===== src/rtl/image_mem_arbiter_if.sv =====
// Bundle of requester handshakes and image-memory bus signals shared by the
// arbiter (slave view) and the requesters/memory model (master view).
interface image_mem_arbiter_if;
  // Handshake: a requester raises *_req with x/y/sel held stable; the transfer
  // happens in the cycle where *_gnt is high. The matching *_rvalid pulses
  // later with rdata, in grant order; there is no backpressure on read data.
  logic       disp_req;
  logic [7:0] disp_x;
  logic [7:0] disp_y;
  logic [1:0] disp_sel;
  logic       disp_gnt;
  logic       disp_rvalid;
  logic       hist_req;
  logic [7:0] hist_x;
  logic [7:0] hist_y;
  logic [1:0] hist_sel;
  logic       hist_gnt;
  logic       hist_rvalid;
  logic [2:0] rdata;
  logic [7:0] mem_xoff;
  logic [7:0] mem_yoff;
  logic [1:0] mem_sel;
  logic [2:0] mem_pixel;
  logic       settling;

  modport slave (
    input  disp_req, disp_x, disp_y, disp_sel,
    input  hist_req, hist_x, hist_y, hist_sel,
    input  mem_pixel,
    output disp_gnt, disp_rvalid, hist_gnt, hist_rvalid,
    output rdata, mem_xoff, mem_yoff, mem_sel, settling
  );

  modport master (
    output disp_req, disp_x, disp_y, disp_sel,
    output hist_req, hist_x, hist_y, hist_sel,
    output mem_pixel,
    input  disp_gnt, disp_rvalid, hist_gnt, hist_rvalid,
    input  rdata, mem_xoff, mem_yoff, mem_sel, settling
  );
endinterface


===== src/rtl/image_mem_arbiter.sv =====
// Two-requester arbiter for the shared image memory: pipelined per-pixel reads,
// with drain + settle around every change of the memory image select.
module image_mem_arbiter #(
  parameter int RD_LAT     = 1,
  parameter int SEL_SETTLE = 4,
  parameter int STARVE_MAX = 4
) (
  input  logic                 clk,
  input  logic                 rst_n,
  image_mem_arbiter_if.slave   bus,
  output logic [1:0]           dbg_state
);
  typedef enum logic [1:0] {S_GRANT = 2'd0, S_DRAIN = 2'd1, S_SETTLE = 2'd2} state_e;

  localparam logic [3:0] STARVE_LIM = 4'(STARVE_MAX);
  localparam logic [3:0] SETTLE_INI = 4'(SEL_SETTLE - 1);

  state_e              state_q, state_d;
  logic [7:0]          xoff_q, xoff_d, yoff_q, yoff_d;
  logic [1:0]          sel_q, sel_d;
  logic [2:0]          rdata_q, rdata_d;
  logic                drv_q, drv_d, hrv_q, hrv_d;
  logic [3:0]          starve_q, starve_d, settle_q, settle_d;
  logic [RD_LAT-1:0]   tv_q, tv_d, tt_q, tt_d;  // per-stage tag valid / tag-is-hist

  logic       hist_win, disp_win, any_req, sel_match, pipe_empty;
  logic       disp_gnt, hist_gnt;
  logic [1:0] win_sel;

  assign any_req    = bus.disp_req | bus.hist_req;
  assign hist_win   = bus.hist_req & (~bus.disp_req | (starve_q == STARVE_LIM));
  assign disp_win   = bus.disp_req & ~hist_win;
  assign win_sel    = hist_win ? bus.hist_sel : bus.disp_sel;
  // Selects 2 and 3 both mean BACKGROUND, so they never force a reload.
  assign sel_match  = (win_sel == sel_q) | (win_sel[1] & sel_q[1]);
  assign pipe_empty = ~|tv_q;

  always_comb begin
    state_d  = state_q;
    xoff_d   = xoff_q;
    yoff_d   = yoff_q;
    sel_d    = sel_q;
    settle_d = settle_q;
    starve_d = starve_q;
    disp_gnt = 1'b0;
    hist_gnt = 1'b0;
    case (state_q)
      S_GRANT: begin
        if (any_req) begin
          if (sel_match) begin
            disp_gnt = disp_win;
            hist_gnt = hist_win;
            xoff_d   = hist_win ? bus.hist_x : bus.disp_x;
            yoff_d   = hist_win ? bus.hist_y : bus.disp_y;
          end else begin
            state_d = S_DRAIN;
          end
        end
      end
      S_DRAIN: begin
        if (pipe_empty) begin
          if (any_req) begin
            sel_d    = win_sel;
            settle_d = SETTLE_INI;
            state_d  = S_SETTLE;
          end else begin
            state_d = S_GRANT;
          end
        end
      end
      S_SETTLE: begin
        if (settle_q == 4'd0) state_d = S_GRANT;
        else                  settle_d = settle_q - 4'd1;
      end
      default: state_d = S_GRANT;
    endcase

    if (hist_gnt || !bus.hist_req)                 starve_d = 4'd0;
    else if (disp_gnt && (starve_q != STARVE_LIM)) starve_d = starve_q + 4'd1;

    tv_d[0] = disp_gnt | hist_gnt;
    tt_d[0] = hist_gnt;
    for (int k = 1; k < RD_LAT; k++) begin
      tv_d[k] = tv_q[k-1];
      tt_d[k] = tt_q[k-1];
    end

    // The last tag stage marks the cycle whose mem_pixel belongs to that read.
    rdata_d = tv_q[RD_LAT-1] ? bus.mem_pixel : rdata_q;
    drv_d   = tv_q[RD_LAT-1] & ~tt_q[RD_LAT-1];
    hrv_d   = tv_q[RD_LAT-1] &  tt_q[RD_LAT-1];
  end

  always_ff @(posedge clk or negedge rst_n) begin
    if (!rst_n) begin
      state_q  <= S_GRANT;
      xoff_q   <= 8'd0;
      yoff_q   <= 8'd0;
      sel_q    <= 2'd2;
      rdata_q  <= 3'd0;
      drv_q    <= 1'b0;
      hrv_q    <= 1'b0;
      starve_q <= 4'd0;
      settle_q <= 4'd0;
      tv_q     <= '0;
      tt_q     <= '0;
    end else begin
      state_q  <= state_d;
      xoff_q   <= xoff_d;
      yoff_q   <= yoff_d;
      sel_q    <= sel_d;
      rdata_q  <= rdata_d;
      drv_q    <= drv_d;
      hrv_q    <= hrv_d;
      starve_q <= starve_d;
      settle_q <= settle_d;
      tv_q     <= tv_d;
      tt_q     <= tt_d;
    end
  end

  assign bus.disp_gnt    = disp_gnt;
  assign bus.hist_gnt    = hist_gnt;
  assign bus.disp_rvalid = drv_q;
  assign bus.hist_rvalid = hrv_q;
  assign bus.rdata       = rdata_q;
  assign bus.mem_xoff    = xoff_q;
  assign bus.mem_yoff    = yoff_q;
  assign bus.mem_sel     = sel_q;
  assign bus.settling    = (state_q != S_GRANT);
  assign dbg_state       = state_q;
endmodule


===== src/flat_wrapper.sv =====
// flat-port wrapper written by rule: the top's interface ports become plain ports
module image_mem_arbiter_flat 
#(
  parameter int RD_LAT     = 1,
  parameter int SEL_SETTLE = 4,
  parameter int STARVE_MAX = 4
)
  (clk, rst_n, dbg_state, bus_disp_req, bus_disp_x, bus_disp_y, bus_disp_sel, bus_hist_req, bus_hist_x, bus_hist_y, bus_hist_sel, bus_mem_pixel, bus_disp_gnt, bus_disp_rvalid, bus_hist_gnt, bus_hist_rvalid, bus_rdata, bus_mem_xoff, bus_mem_yoff, bus_mem_sel, bus_settling);
  image_mem_arbiter_if bus_i ();
  input  logic clk;
  input  logic rst_n;
  output logic [1:0] dbg_state;
  input wire logic [$bits(bus_i.disp_req)-1:0] bus_disp_req;
  input wire logic [$bits(bus_i.disp_x)-1:0] bus_disp_x;
  input wire logic [$bits(bus_i.disp_y)-1:0] bus_disp_y;
  input wire logic [$bits(bus_i.disp_sel)-1:0] bus_disp_sel;
  input wire logic [$bits(bus_i.hist_req)-1:0] bus_hist_req;
  input wire logic [$bits(bus_i.hist_x)-1:0] bus_hist_x;
  input wire logic [$bits(bus_i.hist_y)-1:0] bus_hist_y;
  input wire logic [$bits(bus_i.hist_sel)-1:0] bus_hist_sel;
  input wire logic [$bits(bus_i.mem_pixel)-1:0] bus_mem_pixel;
  output wire logic [$bits(bus_i.disp_gnt)-1:0] bus_disp_gnt;
  output wire logic [$bits(bus_i.disp_rvalid)-1:0] bus_disp_rvalid;
  output wire logic [$bits(bus_i.hist_gnt)-1:0] bus_hist_gnt;
  output wire logic [$bits(bus_i.hist_rvalid)-1:0] bus_hist_rvalid;
  output wire logic [$bits(bus_i.rdata)-1:0] bus_rdata;
  output wire logic [$bits(bus_i.mem_xoff)-1:0] bus_mem_xoff;
  output wire logic [$bits(bus_i.mem_yoff)-1:0] bus_mem_yoff;
  output wire logic [$bits(bus_i.mem_sel)-1:0] bus_mem_sel;
  output wire logic [$bits(bus_i.settling)-1:0] bus_settling;
  assign bus_i.disp_req = bus_disp_req;
  assign bus_i.disp_x = bus_disp_x;
  assign bus_i.disp_y = bus_disp_y;
  assign bus_i.disp_sel = bus_disp_sel;
  assign bus_i.hist_req = bus_hist_req;
  assign bus_i.hist_x = bus_hist_x;
  assign bus_i.hist_y = bus_hist_y;
  assign bus_i.hist_sel = bus_hist_sel;
  assign bus_i.mem_pixel = bus_mem_pixel;
  assign bus_disp_gnt = bus_i.disp_gnt;
  assign bus_disp_rvalid = bus_i.disp_rvalid;
  assign bus_hist_gnt = bus_i.hist_gnt;
  assign bus_hist_rvalid = bus_i.hist_rvalid;
  assign bus_rdata = bus_i.rdata;
  assign bus_mem_xoff = bus_i.mem_xoff;
  assign bus_mem_yoff = bus_i.mem_yoff;
  assign bus_mem_sel = bus_i.mem_sel;
  assign bus_settling = bus_i.settling;
  image_mem_arbiter #(.RD_LAT(RD_LAT), .SEL_SETTLE(SEL_SETTLE), .STARVE_MAX(STARVE_MAX)) u_core (.clk(clk), .rst_n(rst_n), .bus(bus_i), .dbg_state(dbg_state));
endmodule

===== config.mk =====
export PLATFORM = sky130hd
export DESIGN_NAME = image_mem_arbiter_flat
export DESIGN_NICKNAME = d
export VERILOG_FILES = /design/src/rtl/image_mem_arbiter_if.sv /design/src/rtl/image_mem_arbiter.sv /design/src/flat_wrapper.sv
export SDC_FILE = /design/constraint.sdc
export NUM_CORES = 1
export LEC_CHECK = 0
export ABC_AREA = 1
export CELL_PAD_IN_SITES_DETAIL_PLACEMENT = 1
export CELL_PAD_IN_SITES_GLOBAL_PLACEMENT = 1
export CORE_MARGIN = 2
export CORE_UTILIZATION = 27
export CTS_CLUSTER_DIAMETER = 120
export DETAILED_ROUTE_END_ITERATION = 12
export HOLD_SLACK_MARGIN = 0.02
export MAX_ROUTING_LAYER = met4
export PLACE_DENSITY = 0.77
export SYNTH_ARGS = -nofsm -noshare
export SYNTH_HDL_FRONTEND = slang
export SYNTH_SLANG_ARGS = --single-unit
export TNS_END_PERCENT = 50

===== constraint.sdc =====
create_clock -name clk -period 2.4 [get_ports clk]
set_input_delay 0.48 -clock clk [delete_from_list [all_inputs] [get_ports clk]]
set_output_delay 0.48 -clock clk [all_outputs]
set_load 0.005 [all_outputs]

Yosys cells after proc, flatten, opt, wreduce, memory -nomap -nowiden
Index checks and enable logic that the tools add are counted.
Widths: inputs -> output; s select.

cells by class
  equal/unequal tests = 11
  bitwise logic cells = 13
  add/subtract/negate cells = 2
  reduce and logical (&&, ||, !) cells = 12
  muxes and demuxes = 21

operator list
  cell                 count
  $mux 4               5
  $mux 8               2
  $mux 2               6
  $pmux 4 s2           1
  $reduce_and 4->1     2
  $mux 1               6
  $ne 2x1->1 const B   3
  $ne 2x2->1 const B   3
  $pmux 2 s3           1
  $reduce_and 3->1     2
  $reduce_bool 2->1    3
  $and 1x1->1          5
  $add 4x1->4 const B  1
  $eq 4x3->1 const B   1
  $logic_not 4->1      1
  $ne 4x3->1 const B   1
  $not 1->1            4
  $or 1x1->1           4
  $sub 4x1->4 const B  1
  $eq 2x1->1 const B   1
  $eq 2x2->1           1
  $eq 2x2->1 const B   1
  $logic_not 2->1      1
  $logic_and 1x1->1    1
  other kinds (2)      2

word-level totals
  register bits = 35
  input bits = 43
  logic and storage cells = 70

Logic depth before layout (Yosys ltp)
Gate-level depths: netlist (run 1).

  depth after elaboration = 12
  gate-level depth with buffers = 18
  depth with buffers taken out = 16

Worst setup path after synthesis (run 1)
Ideal clock, no wire load.

  kind = register to output
  from = register u_core.starve_q[0]
  to = output port bus_disp_gnt
  arrival = 2208 ps
  cell stages (with the launch flop) = 17
  required time = 1920 ps
  setup slack = -288 ps
  cells stage by stage = dfrtp_1 -> inv_1 -> ha_1 -> nand3_1 -> nand2_2 -> nand2_4 -> inv_2 -> clkbuf_1 -> nand2_1 -> nand2_1 -> ha_1 -> inv_1 -> nand3_2 -> nand2_2 -> nand2_4 -> buf_4 -> nor2_1

on the way
  longest elaborated chain between the ends = 9
  elaborated cells between the ends (all ways) = 12
  those cells by class = eq/ne: 2; mux: 4; bitwise: 6

RTL lines
  item                                              RTL line                  source
  from (decl)                                       image_mem_arbiter.sv:23   logic [3:0] starve_q, starve_d, settle_q, settle_d;
  from (signal assigned)                            image_mem_arbiter.sv:115  starve_q <= starve_d;
  $eq 4x3->1 *                                      image_mem_arbiter.sv:31   assign hist_win = bus.hist_req & (~bus.disp_req | (starve_q == STARVE_LIM));
  $or 1x1->1 *                                      image_mem_arbiter.sv:31
  $and 1x1->1 *                                     image_mem_arbiter.sv:31
  $mux 2 *                                          image_mem_arbiter.sv:33   assign win_sel = hist_win ? bus.hist_sel : bus.disp_sel;
  net u_core.win_sel[1]                             image_mem_arbiter.sv:28   logic [1:0] win_sel;
  $eq 2x2->1 / $and 1x1->1 (equally long branches)  image_mem_arbiter.sv:35   assign sel_match = (win_sel == sel_q) | (win_sel[1] & sel_q[1]);
  $or 1x1->1 *                                      image_mem_arbiter.sv:35
  $mux 1 *                                          image_mem_arbiter.sv:50   if (sel_match) begin
  $mux 1 *                                          image_mem_arbiter.sv:49   if (any_req) begin
  $mux 1 *                                          image_mem_arbiter.sv:47   case (state_q)
  to (decl)                                         flat_wrapper.sv:22        output wire logic [$bits(bus_i.disp_gnt)-1:0] bus_disp_gnt;

The timed path passes the listed nets; every way through them passes the cells marked *.

Worst setup path in the final report (run 1)
  from = register u_core.starve_q[0]
  to = output port bus_hist_gnt

on the way
  longest elaborated chain between the ends = 9
  elaborated cells between the ends (all ways) = 10
  those cells by class = eq/ne: 2; mux: 4; bitwise: 4

RTL lines
  item                                              RTL line                 source
  $eq 4x3->1 *                                      image_mem_arbiter.sv:31
  $or 1x1->1 *                                      image_mem_arbiter.sv:31
  $and 1x1->1 *                                     image_mem_arbiter.sv:31
  $mux 2 *                                          image_mem_arbiter.sv:33
  net u_core.win_sel[1]                             image_mem_arbiter.sv:28
  $eq 2x2->1 / $and 1x1->1 (equally long branches)  image_mem_arbiter.sv:35
  $or 1x1->1 *                                      image_mem_arbiter.sv:35
  $mux 1 *                                          image_mem_arbiter.sv:50
  $mux 1 *                                          image_mem_arbiter.sv:49
  $mux 1 *                                          image_mem_arbiter.sv:47
  to (decl)                                         flat_wrapper.sv:24       output wire logic [$bits(bus_i.hist_gnt)-1:0] bus_hist_gnt;

Marks and branches as above.

==> results of run 1 <==
kinds of logic after synthesis:
kind of cell / share of synthesized area
fa+ha+maj: 0.02727
buf+inv: 0.07225
simple gates: 0.3347
compound gates: 0.07363
flops: 0.4779
xor+xnor: 0.01432
final cells by class:
class	count	area (µm²)	area share
timing repair buffer	101	930.9	0.3085
sequential	35	877.1	0.2906
inverter	25	96.34	0.03192
clock inverter	3	43.79	0.01451
multi-input combinational	174	900.9	0.2985
tap	80	100.1	0.03317
clock buffer	5	68.82	0.02280
worst max path at each step:
stage                       start           end  slack (ns)  depth (start not counted)
5_1_grt        u_core.starve_q[1]  bus_hist_gnt       -0.29                         15
3_3_place_gp         bus_disp_req  bus_hist_gnt       -0.56                         13
3_5_place_dp         bus_disp_req  bus_hist_gnt       -0.62                         13
4_1_cts        u_core.starve_q[0]  bus_hist_gnt       -0.19                         14
2_1_floorplan  u_core.starve_q[0]  bus_disp_gnt       -0.03                         16
6_report       u_core.starve_q[0]  bus_hist_gnt       -0.19                         15
critical path, stage by stage (launching register included):
cell	delay, ns
dfrtp_1	0.39
inv_2	0.08
ha_4	0.13
nand3_2	0.06
nand2_2	0.10
nand2_4	0.09
inv_4	0.08
nand2_4	0.05
nand2_4	0.08
ha_4	0.20
inv_2	0.05
nand3_2	0.08
a21oi_2	0.18
nand2_1	0.09
inv_2	0.07
buf_6	0.09
cells in the final DEF (no fill, tap or decap), types with 3 or more instances in the layout:
master	Yosys	routed
nand2_1	108	105
nand3_1	9	8
o21ai_0	4	4
nand2_4	2	5
buf_4	1	29
xor2_1	3	3
o21ai_1	16	16
clkdlybuf4s50_1	0	66
dfrtp_1	34	34
nand2_2	3	3
nand4_1	5	5
inv_1	19	15
buf_6	1	3
inv_2	5	8
nor2_1	10	9
clkbuf_8	0	5
flip-flops by register name, indices dropped and copies added, names as in the netlist:
name,cells
u_core.bus.mem_sel,2
u_core.tv_q,1
u_core.settle_q,4
u_core.bus.mem_xoff,8
u_core.bus.hist_rvalid,1
u_core.bus.mem_yoff,8
u_core.dbg_state,2
u_core.starve_q,4
u_core.bus.rdata,3
u_core.bus.disp_rvalid,1
u_core.tt_q,1
routing by layer:
metal | global-route usage | share of wire | up-vias
met5 | - | 0 | -
met4 | 0.07386 | 0.021 | 0
met3 | 0.04000 | 0.046 | 9
met2 | 0.3175 | 0.55 | 49
met1 | 0.1542 | 0.38 | 874
li1 | - | - | 953
report_power, final:
group	switching (mW)	leakage [nW]	internal, mW
clock	0.240	0.0581	0.309
combinational	0.727	1.04	0.743
sequential	0.132	0.445	0.828
cells in the mapped netlist:
| library cell | instances | area share |
|---|---|---|
| nand2_1 | 108 | 0.22 |
| dfrtp_1 | 34 | 0.46 |
| inv_1 | 19 | 0.039 |
| o21ai_1 | 16 | 0.044 |
| nor2_1 | 10 | 0.020 |
| nand3_1 | 9 | 0.025 |
| inv_2 | 5 | 0.010 |
| nand4_1 | 5 | 0.017 |
| clkbuf_1 | 4 | 0.0082 |
| ha_1 | 4 | 0.027 |
| o21ai_0 | 4 | 0.011 |
| a31oi_1 | 3 | 0.010 |
| nand2_2 | 3 | 0.010 |
| xor2_1 | 3 | 0.014 |
| nand2_4 | 2 | 0.012 |
| a21oi_2 | 1 | 0.0048 |
| buf_2 | 1 | 0.0027 |
| buf_4 | 1 | 0.0041 |
| buf_6 | 1 | 0.0061 |
| clkinv_1 | 1 | 0.0020 |
| dfstp_2 | 1 | 0.014 |
| nand3_2 | 1 | 0.0055 |
| nor2_4 | 1 | 0.0061 |
| nor2_8 | 1 | 0.011 |
| nor3_1 | 1 | 0.0027 |
| nor3b_1 | 1 | 0.0041 |
| o21bai_1 | 1 | 0.0041 |
what timing repair did:
action                                  4_1_cts  5_1_grt
gates cloned                                  0        0
resized for setup                            15       10
endpoints found under the hold margin         0        0
setup buffers                                13        3
pin swaps                                     4        6
endpoints found under the setup margin        2        3
per-stage QoR:
step	hold slack (ns)	total power [mW]	utilization	setup WS (ns)
2_1_floorplan	0.1844	1.611	-	-0.03354
3_3_place_gp	0.4215	2.291	0.4090	-0.5619
3_5_place_dp	0.4215	2.339	0.4090	-0.6151
4_1_cts	0.3011	2.918	0.4416	-0.1873
5_1_grt	0.3126	3.200	0.4517	-0.2947
6_report	0.2565	2.979	0.4517	-0.1942
==> summary.md, run 1 <==
| Metric | Value |
|---|---|
| DR pass1 iterations | 4 |
| Drt via density | 4.456 |
| RSZ-0062 raised after global routing | true |
| Highest net fanout along the worst path | 4 |
| Number of global-route vias before repair | 2078 |
| Worst R2R End | u_core.bus.mem_sel[1] |
| Max frequency | 385.5 MHz |
| Design area | 3018 µm² |
| Total clock sinks | 35 |
| Filler cells | 842 |
| DRC | 0 |
| Final setup vio count | 3 |
| Max-Cap Viols | 0 |
| Grt ovf | 0 |
| CTS Buf Count | 5 |
| FP Rows | 30 |
| Initial antenna violation count | 0 |
| Mapped Nets | 288 |
| Worst EP arrival | 2.11 ns |
| CP startpoint kind | flip-flop |
| Worst r2r path cells | 18 |
| Slew @ Worst Pin | 0.7935 ns |
| Syn Std Cell Area | 1836 µm² |
| Final Hold Fails | 0 |
| IO Pins | 71 |
| Placed Cells | 400 |
| Cts hold-fix bufs | 0 |
| Core ar. | 6681 µm² |
| Placement-stage cell area | 2733 µm² |
| Root Driver | clkbuf_8 |
| Final cell count without fillers | 423 |
| Hpwl dp | 4004 µm |
| Worst reg-to-reg setup slack | -0.06 ns |
| Clock Pin Slew Worst Setup and Hold Paths | 0.08 ns |
| Syn avg cell area | 7.616 µm² |
| Required @ worst endpoint | 1.92 ns |
| Initial Utilization | 0.2747 |
| Syn Inst Count | 241 |
| # diodes | 0 |
| Cell variety after synth | 27 |
| Vias | 1885 |
| Pin count of the biggest net entering global routing | 36 |
| Clock skew after layout | 0.005785 ns |
| Max clock buf depth | 2 |
| Htree depth | 2 |
| Die height | 86.45 µm |
| Slew headroom | 0.4710 |
| Gpl congestion | 0.8174 |
| Layout cells sized above 1 | 0.2012 |
| Worst r2r src | u_core.starve_q[0] |
| Worst hold path type | in -> async |
| DRT antenna net count | 0 |
| Final-stage net count | 389 |
| CTS tree | yes |
| Fin crit share | 1.081 |
| Setup TNS | -0.3532 ns |
| Peak VDD IR | 284.0 µV |
| PnR worst setup slack | -0.1942 ns |
| Wirelength per Cell | 13.72 µm |
| Failing checks | setup timing |
| DR iter-0 viols | 52 |
| Chip width | 86.45 µm |
| Leak Pwr | 1.540 nW |
| P&R area growth vs syn | 64.42% |
| Crit end category | output port |
| Port-buffer cells | 70 |
| Die ar. | 7474 µm² |
| Max Slew Vio Count | 0 |
| Yosys synthesis warning count | 0 |
| Pwr dens | 987.0 nW/µm² |
| Total Wirelength | 5804 µm |
| Sequential area share after synthesis | 0.4778 |
| First-pass GRT wire length | 9190 µm |
| Final min period | 2.594 ns |
| Setup CP Type | reg -> out |
| Gr usage total | 0.1659 |
| Status | finished with violations |
| Yosys reg bits | 35 |
| Clock latency on the worst-skew pair | 0.30 ns |
Note: power is estimated with default switching activity, not from simulation.
==> run 2: changes to the inputs <==
Settings changed: CORE_ASPECT_RATIO set to 1.4.
==> summary.md, run 2 (synthesis results as in run 1) <==
| Metric | Value |
|---|---|
| Core ar. | 6569 µm² |
| Cts hold-fix bufs | 0 |
| Worst EP arrival | 2.05 ns |
| Max frequency | 396.0 MHz |
| Gr usage total | 0.1661 |
| FP Rows | 35 |
| Clock Pin Slew Worst Setup and Hold Paths | 0.08 ns |
| Port-buffer cells | 70 |
| Final cell count without fillers | 407 |
| Pre-CTS setup slack | -0.6245 ns |
| Worst R2R End | u_core.bus.mem_yoff[2] |
| RSZ-0062 raised after global routing | true |
| Final setup vio count | 2 |
| Setup TNS | -0.1984 ns |
| Crit end category | output port |
| Total Wirelength | 5503 µm |
| First-pass GRT wire length | 9239 µm |
| Hpwl dp | 4198 µm |
| DRC | 0 |
| Failing checks | setup timing |
| Vias | 1871 |
| Clock skew after layout | 0.005753 ns |
| DR pass1 iterations | 4 |
| Initial Utilization | 0.2794 |
| Total design power | 2.939 mW |
| Htree depth | 2 |
| Die ar. | 7483 µm² |
| Worst r2r path cells | 17 |
| Final-stage net count | 379 |
| Final Hold Fails | 0 |
| Gpl congestion | 0.8019 |
| Pwr dens | 1003 nW/µm² |
| Leak Pwr | 1.498 nW |
| CTS tree | yes |
| Setup CP Type | reg -> out |
| Max Slew Vio Count | 0 |
| Worst r2r src | u_core.starve_q[0] |
| # diodes | 0 |
| Wirelength per Cell | 13.52 µm |
| Number of global-route vias before repair | 1966 |
| Die height | 101.6 µm |
| PnR worst setup slack | -0.1252 ns |
| CP startpoint kind | flip-flop |
| DRT antenna net count | 0 |
| Total clock sinks | 35 |
| Worst hold path type | in -> async |
| CTS Buf Count | 5 |
| Commonest non-fill, non-tap cell in the layout | nand2_1 |
| Initial antenna violation count | 0 |
| Final min period | 2.525 ns |
| Fin crit share | 1.052 |
| P&R area growth vs syn | 59.71% |
| DR iter-0 viols | 62 |
| Status | finished with violations |
| Peak VDD IR | 342.6 µV |
| Slew @ Worst Pin | 0.7817 ns |
| IO Pins | 71 |
| Required @ worst endpoint | 1.92 ns |
| Drt via density | 4.597 |
| Grt ovf | 0 |
| Chip width | 73.69 µm |
| Slew headroom | 0.4788 |
| Worst reg-to-reg setup slack | 0.19 ns |
| Root Driver | clkbuf_8 |
| Placed Cells | 392 |
| Pin count of the biggest net entering global routing | 36 |
| Layout cells sized above 1 | 0.1742 |
| Most frequent cells in the layout | 105 x nand2_1, 66 x clkdlybuf4s50_1, 34 x dfrtp_1 |
| Highest net fanout along the worst path | 3 |
| Max-Cap Viols | 0 |
| Max clock buf depth | 2 |
| Clock latency on the worst-skew pair | 0.29 ns |
-- run 2: power breakdown --
part | total [mW] | leakage [nW] | internal (mW) | switching, mW
registers | 0.970 | 0.445 | 0.828 | 0.141
clock network | 0.570 | 0.0618 | 0.342 | 0.228
logic | 1.40 | 0.991 | 0.711 | 0.689
-- run 2: worst max path at each step --
stage,start,to,cells past startpoint
2_1_floorplan,u_core.starve_q[0],bus_disp_gnt,16
3_3_place_gp,bus_disp_req,bus_hist_gnt,13
3_5_place_dp,bus_disp_req,bus_hist_gnt,11
4_1_cts,u_core.starve_q[0],bus_hist_gnt,14
5_1_grt,u_core.starve_q[0],bus_hist_gnt,15
6_report,u_core.starve_q[0],bus_hist_gnt,15
-- run 2: per-layer routing --
layer  track usage  vias to the layer above  share of wire
met4       0.06573                        0          0.023
met5             -                        -              0
met1        0.1745                      883           0.37
li1              -                      931              -
met3       0.02985                        8          0.037
met2        0.3001                       49           0.57
-- run 2: layout make-up --
| cell class | count | area, µm² |
|---|---|---|
| multi-input combinational | 174 | 885.9 |
| inverter | 25 | 96.34 |
| fill | 801 | 3637 |
| tap | 74 | 92.59 |
| clock inverter | 2 | 38.79 |
| sequential | 35 | 877.1 |
| timing repair buffer | 91 | 858.3 |
| clock buffer | 6 | 82.58 |
-- run 2: worst max-delay path: stages, from the launching register on --
cell,delay (ns)
dfrtp_1,0.39
inv_2,0.09
ha_4,0.13
nand3_2,0.05
nand2_2,0.11
nand2_4,0.08
inv_4,0.07
nand2_4,0.05
nand2_4,0.07
ha_4,0.19
inv_2,0.05
nand3_2,0.07
a21oi_2,0.15
nand2_1,0.08
inv_2,0.07
buf_6,0.09
-- run 2: per-stage QoR --
stage,instance area [µm²],hold slack (ns),utilization
5_1_grt,2932,0.3172,0.4463
3_3_place_gp,2710,0.4132,0.4126
3_5_place_dp,2710,0.4270,0.4126
4_1_cts,2888,0.2963,0.4396
2_1_floorplan,1879,0.1844,-
6_report,2932,0.2595,0.4463
-- run 2: timing repair --
item	CTS	global route
endpoints found under the setup margin	2	5
resized for setup	16	7
setup buffers	6	1
pin swaps	4	8
==> RTL edit 1: new RTL, flow settings as in run 2 <==
Put one more register stage on the output `dbg_state`, with the module's reset. The value now appears one clock later. The other outputs are not delayed to match.
--- a/src/rtl/image_mem_arbiter.sv
+++ b/src/rtl/image_mem_arbiter.sv
@@ -128,6 +128,12 @@
   assign bus.mem_yoff    = yoff_q;
   assign bus.mem_sel     = sel_q;
   assign bus.settling    = (state_q != S_GRANT);
-  assign dbg_state       = state_q;
+  always_ff @(posedge clk or negedge rst_n) begin
+    if (!rst_n) begin
+      dbg_state <= '0;
+    end else begin
+      dbg_state <= state_q;
+    end
+  end
 endmodule
 
Formal check against the unedited RTL: not equivalent (a bounded check fails within 4 cycles, from zero or initial values and one cycle with rst_n low).
==> RTL edit 1 against run 2 <==
- area after synthesis rose by 2.7%
- power fell by 3.0%
- die area rose by 2.5%
- the flow still finishes with violations (negative setup slack)
- worst setup slack improved by 32 ps
- final area rose by 2.2%
- wire length rose by 2.7%
- sequential power rose by 5%
- sequential cell count rose by 2
==> RTL edit 1: results (changes against run 2) <==
Power and ir drop
  – VDD IR-drop max: 0.357 mV (+4.2%)
  – Sequential power share: 35.8% (+2.8 points)
  – Leak: 1.50 nW (about the same)

Detailed routing
  – Met2 WL: 3170 um (+1.2%)
  – WL met3: 234 um (+16%)
  – DRT iter0 DRCs: 50 (-19%)
  – Total Routed Length: 5650 um (+2.7%)
  – Wl on met1: 2110 um (+3.5%)

Outcome
  – Status: finished with violations
  – Failing checks: negative setup slack

Final layout
  – Fill cells: 850 (+6.1%)
  – Layout cell share with drive strength beyond 1: 16.6% (-0.85 points)

Place
  – Placed Cells: 414 (+5.6%)
  – GP Congestion: 0.787 (-1.8%)
  – Area post-placement: 0.00279 mm2 (+3.0%)

GRT
  – Vias in the first global route: 2045 (+4.0%)
  – Met1 Use GR: 17.7% (+0.29 points)
  – GRT met3 Usage: 3.03% (+0.045 points)
  – GRT Overall Usage: 16.6% (-0.047 points)
  – Largest net degree at the start of global routing: 38 (+5.6%)
  – First-pass GRT wire length: 9360 um (+1.3%)

Timing
  – Setup slack after layout: -92.7 ps (+32.5 ps)
  – # setup viols final: 2 (unchanged)
  – Hold slack: 275 ps (+15.4 ps)

Critical path
  – R2R Path End: u_core.bus.mem_yoff[5]$_DFFE_PN0P_
  – Worst Setup EP: bus_disp_gnt

Logic synthesis
  – Synthesized Nets: 289 (+0.35%)
  – Top post-synthesis cells by count: nand2_1 (105), dfrtp_1 (36), inv_1 (24)
  – Seq/Total Area, Yosys: 49.2% (+1.4 points)
[RTL edit 1: logic make-up (layout without fill, tap and decap cells)]
logic type,count (synthesis),count (layout),share of synthesized area [%]
AND/OR/NAND/NOR,141,141,32.3
flip-flops,37,37,49.2
buffers and inverters,33,123,7.57
AO/OA/AOI/OAI,24,24,6.84
adder cells (fa/ha/maj),4,4,2.66
XOR/XNOR,3,3,1.39
[RTL edit 1: critical path: cells and delay by family, from the launching register on]
kind | cells | cell delay (ps)
and+or+nand+nor | 9 | 740
buffers and inverters | 3 | 220
DFF | 1 | 390
adders and majority gates | 2 | 350
[RTL edit 1: final cells by class]
cell class / count / area [um2] / share of cell area (%)
sequential: 37 / 927 / 31.0
clock inverter: 2 / 13.8 / 0.459
tap: 95 / 119 / 3.97
clock buffer: 6 / 82.6 / 2.76
inverter: 25 / 101 / 3.38
multi-input combinational: 172 / 905 / 30.2
timing repair buffer: 90 / 847 / 28.3
==> RTL edit 2: new RTL, flow settings as in run 2 <==
Without the edit above. `RD_LAT` is set to 1 in 2 places; all go to 2.
--- a/src/rtl/image_mem_arbiter.sv
+++ b/src/rtl/image_mem_arbiter.sv
@@ -1,7 +1,7 @@
 // Two-requester arbiter for the shared image memory: pipelined per-pixel reads,
 // with drain + settle around every change of the memory image select.
 module image_mem_arbiter #(
-  parameter int RD_LAT     = 1,
+  parameter int RD_LAT     = 2,
   parameter int SEL_SETTLE = 4,
   parameter int STARVE_MAX = 4
 ) (
--- a/src/flat_wrapper.sv
+++ b/src/flat_wrapper.sv
@@ -1,7 +1,7 @@
 // flat-port wrapper written by rule: the top's interface ports become plain ports
 module image_mem_arbiter_flat 
 #(
-  parameter int RD_LAT     = 1,
+  parameter int RD_LAT     = 2,
   parameter int SEL_SETTLE = 4,
   parameter int STARVE_MAX = 4
 )
Function: changed (Yosys sat finds a counterexample within 4 cycles, from zero or initial values and one cycle with rst_n low).
==> RTL edit 2 against run 2 <==
- the run still ends with negative setup slack left
- via count up 0.16%
- worst hold slack better by 19 ps
- critical path depth unchanged
- maximum frequency up 0.55%
- non-clock buffer count up 2
- wire length up 2.0%
- core utilization down 0.26 points
- sequential share of layout area up 0.60 points
- power up 5.5%
- synthesized cell count down 1.7%
- worst setup slack better by 14 ps
- area after synthesis up 2.8%
- final area up 3.6%
- sequential cell count up 2
- critical endpoint unchanged
- largest cell class is now registers
==> RTL edit 2: results (changes against run 2) <==
Logic synthesis
  – Seq/Total Area, Yosys: 49.1% (+1.4 points)
  – Top post-synthesis cells by count: nand2_1 (112), dfrtp_1 (36), inv_1 (22)
  – Synth Area in Adders: 2.65% (-0.074 points)

Outcome
  – Status: finished with violations
  – Failing checks: negative setup slack

Detailed routing
  – WL met3: 247 um (+23%)
  – Routed vias: 1874 (+0.16%)
  – Met2 WL: 3100 um (-1.2%)
  – Total Routed Length: 5610 um (+2.0%)

GRT
  – GRT met3 Usage: 3.42% (+0.44 points)
  – Met2 Use GR: 29.4% (-0.61 points)
  – Met1 Use GR: 16.8% (-0.65 points)
  – GRT Overall Usage: 16.3% (-0.33 points)
  – First-pass GRT wire length: 9210 um (-0.30%)

Final layout
  – Clock Buffer Count: 5 (-1)
  – Sequential share of cell area: 30.5% (+0.60 points)
  – Layout cell share with drive strength beyond 1: 17.2% (-0.20 points)
  – Clk cell area share: 4.41% (+0.27 points)

Critical path
  – Max FO, Critical Path: 4 (+1)
  – R2R Path End: u_core.bus.mem_xoff[7]$_DFFE_PN0P_
  – WP data arrival: 2030 ps (-20 ps)

Timing
  – Setup TNS: -207 ps (-8.21 ps)
  – # setup viols final: 2 (unchanged)
  – Setup slack after layout: -111 ps (+13.8 ps)

CTS
  – Setup repair bufs after CTS: 4 (-2)

Power and ir drop
  – Leak: 1.53 nW (+2.2%)
  – VDD IR-drop max: 0.385 mV (+12%)
## RTL edit 2: stage by stage
step	area, um2	std cells	worst slack [ps]	hold slack [ps]	util, %
global route	3040	426	-254	347	44.4
CTS	2940	422	-220	308	43.0
detailed placement	2760	410	-687	337	40.4
global placement	2760	410	-606	338	40.4
floorplan	1890	237	27.9	184	-
finish	3040	426	-111	279	44.4
## RTL edit 2: worst register-to-register path: stages, from the launching register on
cell,delay [ps]
dfrtp_1,370
inv_2,60
ha_4,160
nand3_4,60
nand2_4,60
nand2_4,100
clkinv_4,70
nand2_4,60
nand2_4,60
ha_4,240
inv_4,50
nand3_4,80
nand2_4,90
nand2_4,50
buf_4,210
nor2_8,230
nand2_1,90
nand2_1,70
## RTL edit 2: power by group
group          switching [mW]  leakage [nW]  internal, mW  total, mW
Combinational           0.685         0.991         0.738       1.42
Sequential              0.150         0.473         0.878       1.03
Clock                   0.236        0.0681         0.413      0.649
Total                    1.07          1.53          2.03       3.10
